===== src/rtl/rob_pkg.sv =====
// Shared definitions for the multi-writeback, dual-commit reorder buffer.
// This package holds the instruction kinds, default widths and the commit slot count.
package rob_pkg;

  typedef enum logic [1:0] {
    KIND_ALU = 2'd0,
    KIND_BR  = 2'd1,
    KIND_ST  = 2'd2,
    KIND_LD  = 2'd3
  } kind_e;

  localparam int DEF_DEPTH  = 16;
  localparam int DEF_NWB    = 2;
  localparam int DEF_DATA_W = 32;
  localparam int DEF_ADDR_W = 32;
  localparam int DEF_REG_W  = 5;
  localparam int CM_SLOTS   = 2;

  // Only register-writing, non-control-flow, non-store kinds may retire in pairs.
  function automatic logic kind_pairable(input logic [1:0] kind);
    return (kind == KIND_ALU) || (kind == KIND_LD);
  endfunction

endpackage


===== src/rtl/rob_query_port.sv =====
// Operand lookup port. It compares a tag against the stored ready bit and against every writeback channel.
// A writeback hit overrides the stored value, and the highest-numbered channel wins.
module rob_query_port #(
  parameter int DEPTH  = 16,
  parameter int IDX_W  = $clog2(DEPTH),
  parameter int NWB    = 2,
  parameter int DATA_W = 32
) (
  input  logic [IDX_W-1:0]      q_idx_in,
  input  logic [DEPTH-1:0]      ready_vec_in,
  input  logic [DATA_W-1:0]     stored_data_in,
  input  logic [NWB-1:0]        wb_en_in,
  input  logic [NWB*IDX_W-1:0]  wb_idx_in,
  input  logic [NWB*DATA_W-1:0] wb_data_in,
  output logic                  ready_out,
  output logic [DATA_W-1:0]     data_out
);

  always_comb begin
    ready_out = ready_vec_in[q_idx_in];
    data_out  = stored_data_in;
    for (int k = 0; k < NWB; k++) begin
      if (wb_en_in[k] && (wb_idx_in[k*IDX_W +: IDX_W] == q_idx_in)) begin
        ready_out = 1'b1;
        data_out  = wb_data_in[k*DATA_W +: DATA_W];
      end
    end
  end

endmodule


===== src/rtl/rob_multi.sv =====
// Circular reorder buffer with NWB writeback channels, bypassed operand lookups and dual-slot in-order commit.
// Control state resets asynchronously; the entry payload arrays are not reset, because ready_q gates them.
module rob_multi
  import rob_pkg::*;
#(
  parameter int DEPTH  = DEF_DEPTH,
  parameter int IDX_W  = $clog2(DEPTH),
  parameter int NWB    = DEF_NWB,
  parameter int DATA_W = DEF_DATA_W,
  parameter int ADDR_W = DEF_ADDR_W,
  parameter int REG_W  = DEF_REG_W
) (
  input  logic                       clk_in,
  input  logic                       rst_in,
  input  logic                       rdy_in,
  input  logic                       alloc_en_in,
  input  logic [REG_W-1:0]           alloc_rd_in,
  input  logic [ADDR_W-1:0]          alloc_pc_in,
  input  logic                       alloc_bp_in,
  input  logic [1:0]                 alloc_kind_in,
  output logic [IDX_W-1:0]           alloc_idx_out,
  output logic                       full_out,
  output logic                       empty_out,
  output logic [IDX_W:0]             count_out,
  input  logic [NWB-1:0]             wb_en_in,
  input  logic [NWB*IDX_W-1:0]       wb_idx_in,
  input  logic [NWB*DATA_W-1:0]      wb_data_in,
  input  logic [NWB-1:0]             wb_jump_en_in,
  input  logic [NWB*ADDR_W-1:0]      wb_jump_a_in,
  input  logic [2*IDX_W-1:0]         q_idx_in,
  output logic [1:0]                 q_ready_out,
  output logic [2*DATA_W-1:0]        q_data_out,
  output logic [CM_SLOTS-1:0]        cm_en_out,
  output logic [CM_SLOTS*IDX_W-1:0]  cm_idx_out,
  output logic [CM_SLOTS*REG_W-1:0]  cm_rd_out,
  output logic [CM_SLOTS*DATA_W-1:0] cm_data_out,
  output logic [CM_SLOTS*ADDR_W-1:0] cm_pc_out,
  output logic [CM_SLOTS-1:0]        cm_jump_en_out,
  output logic [CM_SLOTS*ADDR_W-1:0] cm_jump_a_out,
  output logic [CM_SLOTS-1:0]        cm_bp_out,
  output logic [CM_SLOTS*2-1:0]      cm_kind_out,
  input  logic                       flush_in
);

  logic [IDX_W:0]      head_q, head_d, tail_q, tail_d, count_q, count_d;
  logic [DEPTH-1:0]    ready_q, ready_d;

  logic [DATA_W-1:0]   data_q [DEPTH];
  logic [DATA_W-1:0]   data_d [DEPTH];
  logic [REG_W-1:0]    rd_q   [DEPTH];
  logic [REG_W-1:0]    rd_d   [DEPTH];
  logic [ADDR_W-1:0]   pc_q   [DEPTH];
  logic [ADDR_W-1:0]   pc_d   [DEPTH];
  logic [ADDR_W-1:0]   ja_q   [DEPTH];
  logic [ADDR_W-1:0]   ja_d   [DEPTH];
  logic [1:0]          kind_q [DEPTH];
  logic [1:0]          kind_d [DEPTH];
  logic [DEPTH-1:0]    bp_q, bp_d, jen_q, jen_d;

  logic [CM_SLOTS-1:0]        cm_en_q, cm_en_d, cm_jen_q, cm_jen_d, cm_bp_q, cm_bp_d;
  logic [CM_SLOTS*IDX_W-1:0]  cm_idx_q, cm_idx_d;
  logic [CM_SLOTS*REG_W-1:0]  cm_rd_q, cm_rd_d;
  logic [CM_SLOTS*DATA_W-1:0] cm_data_q, cm_data_d;
  logic [CM_SLOTS*ADDR_W-1:0] cm_pc_q, cm_pc_d, cm_ja_q, cm_ja_d;
  logic [CM_SLOTS*2-1:0]      cm_kind_q, cm_kind_d;

  logic [IDX_W-1:0] head_tag, head1_tag, tail_tag, wb_tag;
  logic             fire0, fire1, alloc_acc;

  // A tag is live when its distance from head, taken modulo DEPTH, is below the occupancy.
  function automatic logic tag_live(input logic [IDX_W-1:0] tag, input logic [IDX_W-1:0] head,
                                    input logic [IDX_W:0] count);
    logic [IDX_W-1:0] offset;
    offset = tag - head;
    return {1'b0, offset} < count;
  endfunction

  assign head_tag  = head_q[IDX_W-1:0];
  assign head1_tag = head_tag + IDX_W'(1);
  assign tail_tag  = tail_q[IDX_W-1:0];

  assign full_out      = (count_q == (IDX_W+1)'(DEPTH));
  assign empty_out     = (count_q == '0);
  assign count_out     = count_q;
  assign alloc_idx_out = tail_tag;

  always_comb begin
    head_d    = head_q;
    tail_d    = tail_q;
    count_d   = count_q;
    ready_d   = ready_q;
    data_d    = data_q;
    rd_d      = rd_q;
    pc_d      = pc_q;
    ja_d      = ja_q;
    kind_d    = kind_q;
    bp_d      = bp_q;
    jen_d     = jen_q;
    cm_en_d   = cm_en_q;
    cm_idx_d  = cm_idx_q;
    cm_rd_d   = cm_rd_q;
    cm_data_d = cm_data_q;
    cm_pc_d   = cm_pc_q;
    cm_jen_d  = cm_jen_q;
    cm_ja_d   = cm_ja_q;
    cm_bp_d   = cm_bp_q;
    cm_kind_d = cm_kind_q;
    fire0     = 1'b0;
    fire1     = 1'b0;
    alloc_acc = 1'b0;
    wb_tag    = '0;

    if (rdy_in) begin
      if (flush_in) begin
        head_d  = '0;
        tail_d  = '0;
        count_d = '0;
        ready_d = '0;
        cm_en_d = '0;
      end else begin
        fire0 = (count_q != '0) && ready_q[head_tag];
        fire1 = fire0 && (count_q >= (IDX_W+1)'(2)) && ready_q[head1_tag] &&
                kind_pairable(kind_q[head_tag]) && kind_pairable(kind_q[head1_tag]);
        cm_en_d = {fire1, fire0};
        if (fire0) begin
          cm_idx_d[0 +: IDX_W]   = head_tag;
          cm_rd_d[0 +: REG_W]    = rd_q[head_tag];
          cm_data_d[0 +: DATA_W] = data_q[head_tag];
          cm_pc_d[0 +: ADDR_W]   = pc_q[head_tag];
          cm_jen_d[0]            = jen_q[head_tag];
          cm_ja_d[0 +: ADDR_W]   = ja_q[head_tag];
          cm_bp_d[0]             = bp_q[head_tag];
          cm_kind_d[0 +: 2]      = kind_q[head_tag];
        end
        if (fire1) begin
          cm_idx_d[IDX_W +: IDX_W]    = head1_tag;
          cm_rd_d[REG_W +: REG_W]     = rd_q[head1_tag];
          cm_data_d[DATA_W +: DATA_W] = data_q[head1_tag];
          cm_pc_d[ADDR_W +: ADDR_W]   = pc_q[head1_tag];
          cm_jen_d[1]                 = jen_q[head1_tag];
          cm_ja_d[ADDR_W +: ADDR_W]   = ja_q[head1_tag];
          cm_bp_d[1]                  = bp_q[head1_tag];
          cm_kind_d[2 +: 2]           = kind_q[head1_tag];
        end

        // Full is judged on pre-edge occupancy, so a same-edge commit cannot make room.
        alloc_acc = alloc_en_in && !full_out;
        if (alloc_acc) begin
          ready_d[tail_tag] = 1'b0;
          rd_d[tail_tag]    = alloc_rd_in;
          pc_d[tail_tag]    = alloc_pc_in;
          bp_d[tail_tag]    = alloc_bp_in;
          kind_d[tail_tag]  = alloc_kind_in;
        end

        for (int k = 0; k < NWB; k++) begin
          wb_tag = wb_idx_in[k*IDX_W +: IDX_W];
          if (wb_en_in[k] && tag_live(wb_tag, head_tag, count_q)) begin
            ready_d[wb_tag] = 1'b1;
            data_d[wb_tag]  = wb_data_in[k*DATA_W +: DATA_W];
            jen_d[wb_tag]   = wb_jump_en_in[k];
            ja_d[wb_tag]    = wb_jump_a_in[k*ADDR_W +: ADDR_W];
          end
        end

        head_d  = head_q + (IDX_W+1)'(fire0) + (IDX_W+1)'(fire1);
        tail_d  = tail_q + (IDX_W+1)'(alloc_acc);
        count_d = count_q + (IDX_W+1)'(alloc_acc) - (IDX_W+1)'(fire0) - (IDX_W+1)'(fire1);
      end
    end
  end

  always_ff @(posedge clk_in or posedge rst_in) begin
    if (rst_in) begin
      head_q    <= '0;
      tail_q    <= '0;
      count_q   <= '0;
      ready_q   <= '0;
      cm_en_q   <= '0;
      cm_idx_q  <= '0;
      cm_rd_q   <= '0;
      cm_data_q <= '0;
      cm_pc_q   <= '0;
      cm_jen_q  <= '0;
      cm_ja_q   <= '0;
      cm_bp_q   <= '0;
      cm_kind_q <= '0;
    end else begin
      head_q    <= head_d;
      tail_q    <= tail_d;
      count_q   <= count_d;
      ready_q   <= ready_d;
      cm_en_q   <= cm_en_d;
      cm_idx_q  <= cm_idx_d;
      cm_rd_q   <= cm_rd_d;
      cm_data_q <= cm_data_d;
      cm_pc_q   <= cm_pc_d;
      cm_jen_q  <= cm_jen_d;
      cm_ja_q   <= cm_ja_d;
      cm_bp_q   <= cm_bp_d;
      cm_kind_q <= cm_kind_d;
    end
  end

  always_ff @(posedge clk_in) begin
    data_q <= data_d;
    rd_q   <= rd_d;
    pc_q   <= pc_d;
    ja_q   <= ja_d;
    kind_q <= kind_d;
    bp_q   <= bp_d;
    jen_q  <= jen_d;
  end

  assign cm_en_out      = cm_en_q;
  assign cm_idx_out     = cm_idx_q;
  assign cm_rd_out      = cm_rd_q;
  assign cm_data_out    = cm_data_q;
  assign cm_pc_out      = cm_pc_q;
  assign cm_jump_en_out = cm_jen_q;
  assign cm_jump_a_out  = cm_ja_q;
  assign cm_bp_out      = cm_bp_q;
  assign cm_kind_out    = cm_kind_q;

  for (genvar p = 0; p < 2; p++) begin : g_query
    rob_query_port #(
      .DEPTH  (DEPTH),
      .IDX_W  (IDX_W),
      .NWB    (NWB),
      .DATA_W (DATA_W)
    ) u_query (
      .q_idx_in       (q_idx_in[p*IDX_W +: IDX_W]),
      .ready_vec_in   (ready_q),
      .stored_data_in (data_q[q_idx_in[p*IDX_W +: IDX_W]]),
      .wb_en_in       (wb_en_in),
      .wb_idx_in      (wb_idx_in),
      .wb_data_in     (wb_data_in),
      .ready_out      (q_ready_out[p]),
      .data_out       (q_data_out[p*DATA_W +: DATA_W])
    );
  end

endmodule

===== config.mk =====
export PLATFORM = sky130hd
export DESIGN_NAME = rob_multi
export DESIGN_NICKNAME = d
export VERILOG_FILES = /design/src/rtl/rob_pkg.sv /design/src/rtl/rob_query_port.sv /design/src/rtl/rob_multi.sv
export SDC_FILE = /design/constraint.sdc
export NUM_CORES = 2
export LEC_CHECK = 0
export CAP_MARGIN = 20
export CORE_UTILIZATION = 45
export CTS_CLUSTER_SIZE = 24
export DETAILED_ROUTE_END_ITERATION = 10
export HOLD_SLACK_MARGIN = 0.05
export MAX_ROUTING_LAYER = met4
export REMOVE_ABC_BUFFERS = 1
export SLEW_MARGIN = 10
export SYNTH_ARGS = -nofsm -noshare
export SYNTH_HDL_FRONTEND = slang
export SYNTH_SLANG_ARGS = --single-unit
export TNS_END_PERCENT = 50

===== constraint.sdc =====
create_clock -name clk_in -period 17.7 [get_ports clk_in]
set_clock_uncertainty 0.1 [all_clocks]
set_input_delay 3.54 -clock clk_in [delete_from_list [all_inputs] [get_ports clk_in]]
set_output_delay 3.54 -clock clk_in [all_outputs]
set_load 0.005 [all_outputs]

# Word-level counts from Yosys, hierarchy flattened
# Index checks and enable logic that the tools add are counted.
dict set report op_classes {
  add_sub_neg 9
  order_cmp 23
  n_eq_ne 7
  muxes 110
  n_bitwise 12
  reduce_logical 29
}
# cell n
set ops {}
lappend ops {{$mux 512} 8}
lappend ops {{$bwmux 512} 5}
lappend ops {{$bmux 32 s4} 8}
lappend ops {{$mux 32} 23}
lappend ops {{$demux 32 s4} 3}
lappend ops {{$mux 16} 12}
lappend ops {{$bwmux 80} 1}
lappend ops {{$bwmux 16} 3}
lappend ops {{$bmux 5 s4} 2}
lappend ops {{$mux 5} 8}
lappend ops {{$ge 5x5->1 const B} 7}
lappend ops {{$lt 4x5->1 const B} 7}
lappend ops {{$not 4->5} 7}
lappend ops {{$bmux 1 s4} 8}
lappend ops {{$bwmux 32} 1}
lappend ops {{$or 16x16->16} 2}
lappend ops {{$add 5x1->5} 4}
lappend ops {{$demux 5 s4} 1}
lappend ops {{$logic_and 1x1->1} 18}
lappend ops {{$and 16x16->16} 1}
lappend ops {{$bmux 2 s4} 2}
lappend ops {{$eq 4x4->1} 4}
lappend ops {{$not 16->16} 1}
lappend ops {{$lt 5x1->1 const B} 3}
lappend ops {{20 further kinds} 51}
dict set report word_totals {
  register_bits 1931
  in_bits 193
  out_inout_bits 297
  wordCells 293
}

# Depth between registers and ports, before layout
dict set report depth {
  depth_word 16
  mapped_depth 19
  mapped_depth_nobuf 17
}

# Cells and area by module
# From an unflattened synthesis, not the netlist that was laid out.
dict set report unflattened {
  cells_unflattened 8698
  area_unflattened_um2 117101.1
}
# module n_inst cells_per_inst area_each_um2 seq_area_each_um2
set by_module_without_submodules {}
lappend by_module_without_submodules {rob_multi 1 8320 114198.3 56679.4}
lappend by_module_without_submodules {rob_query_port 2 189 1451.4 0.0}

# Worst setup path before layout
# Ideal clock, no wire load.
dict set report synth_path {
  path_kind {input -> register}
  start {input rdy_in}
  end {register bp_q[12], enable pin}
  setup_time_ns 0.437
  arrival_ns 38.807
  required_time_ns 17.163
  path_slack_ns -21.644
  cell_stages 6
  n_path_buf 2
  cell_sequence {clkbuf_1 -> nand2b_1 -> inv_1 -> clkbuf_1 -> nand3_1 -> nor2_1}
}
dict set report synth_via {
  elab_chain_len 1
}
# element line
set synth_rtl {}
lappend synth_rtl {{start, declared} rob_multi.sv:15} ;# input logic rdy_in,
lappend synth_rtl {{$reduce_and 3->1 (no line)} --}
lappend synth_rtl {{end signal, assigned} rob_multi.sv:211} ;# bp_q <= bp_d;
lappend synth_rtl {{end, declared} rob_multi.sv:58} ;# logic [DEPTH-1:0] bp_q, bp_d, jen_q, jen_d;
# No other way between the ends.
# A chain may end at the register's enable or synchronous reset.

# Worst setup path after layout
dict set report layout_path {
  start {input q_idx_in[4]}
  end {output q_data_out[34]}
}
dict set report layout_via {
  elab_chain_len 6
  elab_cells_between_ends 10
  cone_classes {eq/ne: 2; mux: 5; bitwise: 1; reduce/logical: 2}
}
# element line
set layout_rtl {}
lappend layout_rtl {{start, declared} rob_multi.sv:30} ;# input logic [2*IDX_W-1:0] q_idx_in,
lappend layout_rtl {{$not 4->5 (implied by the code)} rob_multi.sv:234} ;# .stored_data_in (data_q[q_idx_in[p*IDX_W +: IDX_W]]),
lappend layout_rtl {{$bmux 32 s4} rob_multi.sv:234}
lappend layout_rtl {{$mux 32 (implied by the code) (2 in a row)} rob_multi.sv:234}
lappend layout_rtl {{$mux 32} rob_query_port.sv:23} ;# if (wb_en_in[k] && (wb_idx_in[k*IDX_W +: IDX_W] == q_idx_in)) begin
lappend layout_rtl {{$mux 32 (*)} rob_query_port.sv:23}
lappend layout_rtl {{end, declared} rob_multi.sv:32} ;# output logic [2*DATA_W-1:0] q_data_out,
# Every way passes the cells marked *; elsewhere a longest branch is shown, timed or not. The select of a mux whose other input is x is not followed.

==> impl_metrics.yaml <==
sta:
  slew_headroom_pct: 15.6
  finalCriticalPeriod_ns: 10.84
  finalHoldViolations: 0
  worst_slew_pin_slew_ns: 1.27
  setup_slack_ns: 6.86
  slew_violations: 0
  setup_violations: 0
  finalSetupTns_ns: 0
  finalCritPeriodShare_pct: 61.3
  fmax_mhz: 92.2
  rsz0062_at_grt: "false"
worst_setup_path:
  cp_max_fo: 43
  r2r_slack_ns: 10.49
  cp.arrival_ns: 7.20
  worstRegToRegCells: 13
  r2r_start: "head_q[1]$_DFFE_PP0P_"
  crit_slowest_cell: "buf_4"
  critPathMaxStageDelay_ns: 0.65
  critical_path.endpoint_type: "output port"
  timing.rr.end: "data_q[511]$_DFFE_PP_"
  start_kind: "input pin"
  path_cells: "buf_8, buf_4, buf_4, mux4_2, mux4_2, mux2i_1, o21ai_0, clkdlybuf4s50_1"
  critPathRequiredTime_ns: 14.06
  critPathKind: "in2out"
layout:
  syn2layout_area_growth_pct: 11.8
  fillers: 21600
  multi_input_area_mm2: 0.0549
  regArea_mm2: 0.0567
  final_layout_size_suffix_gt1_share_pct: 22.7
  nets: 8685
synthesis:
  synth.cell_area_mm2: 0.116
  yosysTopAreaCellShare_pct: 43.4
  synthFlopType: "edfxtp_1"
  synth-simple-area-share_pct: 5.98
  synth_compound_area_share_pct: 12.3
  synthXorXnorAreaFrac_pct: 0.224
  synth.distinct_cells: 57
  yosysTopAreaCell: "edfxtp_1"
  ys.warnings.count: 0
  async_flop_share_pct: 12.9
  synth_top_family_by_area: "multiplexers"
  ys_seq_area_share_pct: 48.8
  synthAdderAreaFrac_pct: 0.345
  synth_seq_cells: 1929
  postSynthAreaPerCell_um2: 13.3
  yosys-top-cells-area: "edfxtp_1 (43%), mux4_2 (26%), a22oi_1 (6.7%)"
  netlist_instances: 8706
  synth_mux_area_share_pct: 28.2
  synth_commonest_cells: "edfxtp_1 (1,680), mux4_2 (1,356), nor2_1 (1,078)"
  synth_edf_count: 1680
  synth_most_common_cell: "edfxtp_1"
drt:
  via_count: 86800
  wl_per_cell_um: 36.7
  drt-pass1-iter-count: 8
  postRouteAntennaNets: 0
  drcViolationCount: 0
  wl_um: 443000
  via_per_inst: 7.19
  drt_iter0_drc: 13800
global_routing:
  grtUsageTotal_pct: 34.8
  grt_max_degree: 173
  grt-ovfl-total: 0
  antenna_found_initial: 49
  grt_pass1_vias: 84400
  grt_first_pass_wirelength_um: 630000
worst_hold_path:
  whs_endpoint: "cm_data_out[26]$_DFFE_PP0P_"
  hold_path.class: "reg2reg"
  hold_start: "cm_data_out[26]$_DFFE_PP0P_"
  hold_depth: 2
placed_design:
  hpwl_um: 246000
  gp_congestion: 0.911
  dp_slack_ns: 6.83
  port_buffers: 489
clock_network:
  ctsHoldBuffers: 0
  root_buffer: "clkbuf_16"
  ctsResizeCount: 0
  clk_path_buf_depth: 3
  cts_setup_buffers: 0
  cts_made_buffers: 217
  cts_tree: "done"
  clkTransAtPathRegs_ns: 0.06
  htree_num_levels: 4
  cts_sinks: 1929
  clk_latency_ns: 0.89
floorplan:
  fp.dieH_um: 510
  die-area_mm2: 0.260
  initial_core_util_pct: 45.3
  chipWidth_um: 510
  io_pins: 490
  core_mm2: 0.257
  num_rows: 186
power_and_ir_drop:
  ir_drop_v: 0.0000919
  power_density_mw_per_mm2: 95.8
  p_leak_nw: 42.6
flow_run:
  cap_violations: 0
status:
  outcome: "finished, final reports clean"
==> metrics by stage <==
step | utilization (%) | area [um2] | power (W) | cells | hold WS, ns
2_1_floorplan | - | 111000 | 0.00786 | 7564 | 0.370
3_3_place_gp | 47.7 | 122000 | 0.00777 | 11600 | 0.358
3_5_place_dp | 47.7 | 122000 | 0.00782 | 11600 | 0.361
4_1_cts | 50.5 | 130000 | 0.0125 | 12000 | 0.378
5_1_grt | 50.6 | 130000 | 0.0128 | 12100 | 0.397
6_report | 50.6 | 130000 | 0.0124 | 12100 | 0.376
==> worst max path at each step <==
stage,startpoint,end,slack (ns)
after floorplan,head_q[0]$_DFFE_PP0P_,cm_idx_out[5]$_DFFE_PP0P_,-25.45
after global placement,q_idx_in[4],q_data_out[52],6.91
after detailed placement,q_idx_in[4],q_data_out[53],6.83
after CTS,q_idx_in[4],q_data_out[53],6.84
after global routing,q_idx_in[4],q_data_out[35],6.55
final,q_idx_in[4],q_data_out[34],6.86
==> cells in the final DEF (no fill, tap or decap), types with 21 or more instances in the layout <==
cell             netlist  layout
clkbuf_8               0      21
ha_1                  24      23
a21o_1                21      21
a21oi_1             1066    1066
a22oi_1             1042    1042
clkbuf_1             795      51
clkinv_1               1      41
dfrtp_1              249     246
diode_2                0      41
clkinv_2               0      37
mux4_2              1356    1356
clkbuf_16              0     218
mux2_2                37      37
nor2_1              1078    1062
clkdlybuf4s50_1        0     480
o21ai_0              119     118
nor2b_1               74      74
inv_1                 26      24
mux2i_1               97      97
buf_4                 10     179
edfxtp_1            1680    1680
mux2_1                72      72
nand2_1              394     393
and2_1                68      67
==> cell families after synthesis <==
kind of cell / Yosys count
xor gates and xnor gates: 28
AOI/OAI and AO/OA: 2295
DFF: 1929
buffers and inverters: 1171
muxes: 1562
adders and majority gates: 29
and+or+nand+nor: 1692
==> per-layer routing <==
metal | wire length (um) | share of wire (%) | track usage, %
met1 | 154000 | 35 | 44.1
met2 | 200000 | 45 | 51.3
met3 | 62800 | 14 | 9.89
met4 | 26400 | 6.0 | 17.6
met5 | 0 | 0 | -
==> critical path, delay by kind of cell <==
kind	cells	cell delay, ns
compound gates	1	0.11
buf+inv	4	2.08
mux	3	1.30
==> final cells by class <==
type | instances | area share (%)
diodes | 41 | 0.0790
clock buffers | 290 | 4.57
clock inverters | 119 | 1.03
inverters | 29 | 0.101
multi-input cells | 5606 | 42.3
flip-flops and latches | 1929 | 43.6
well taps | 3384 | 3.26
repair buffers | 680 | 5.04
==> flip-flops by register name (all words and copies together), names as in the netlist, 5 cells and up <==
| name | count |
|---|---|
| count_out | 5 |
| ja_q | 512 |
| cm_pc_out | 64 |
| kind_q | 32 |
| bp_q | 16 |
| cm_rd_out | 10 |
| rd_q | 80 |
| ready_q | 16 |
| cm_jump_a_out | 64 |
| cm_data_out | 64 |
| pc_q | 512 |
| cm_idx_out | 8 |
| jen_q | 16 |
| data_q | 512 |
==> power breakdown <==
group | switching [W] | internal, W
clock | 0.00202 | 0.00265
combinational | 0.00119 | 0.00109
sequential | 0.000239 | 0.00525
No activity file was read; power rests on OpenSTA's default activity.
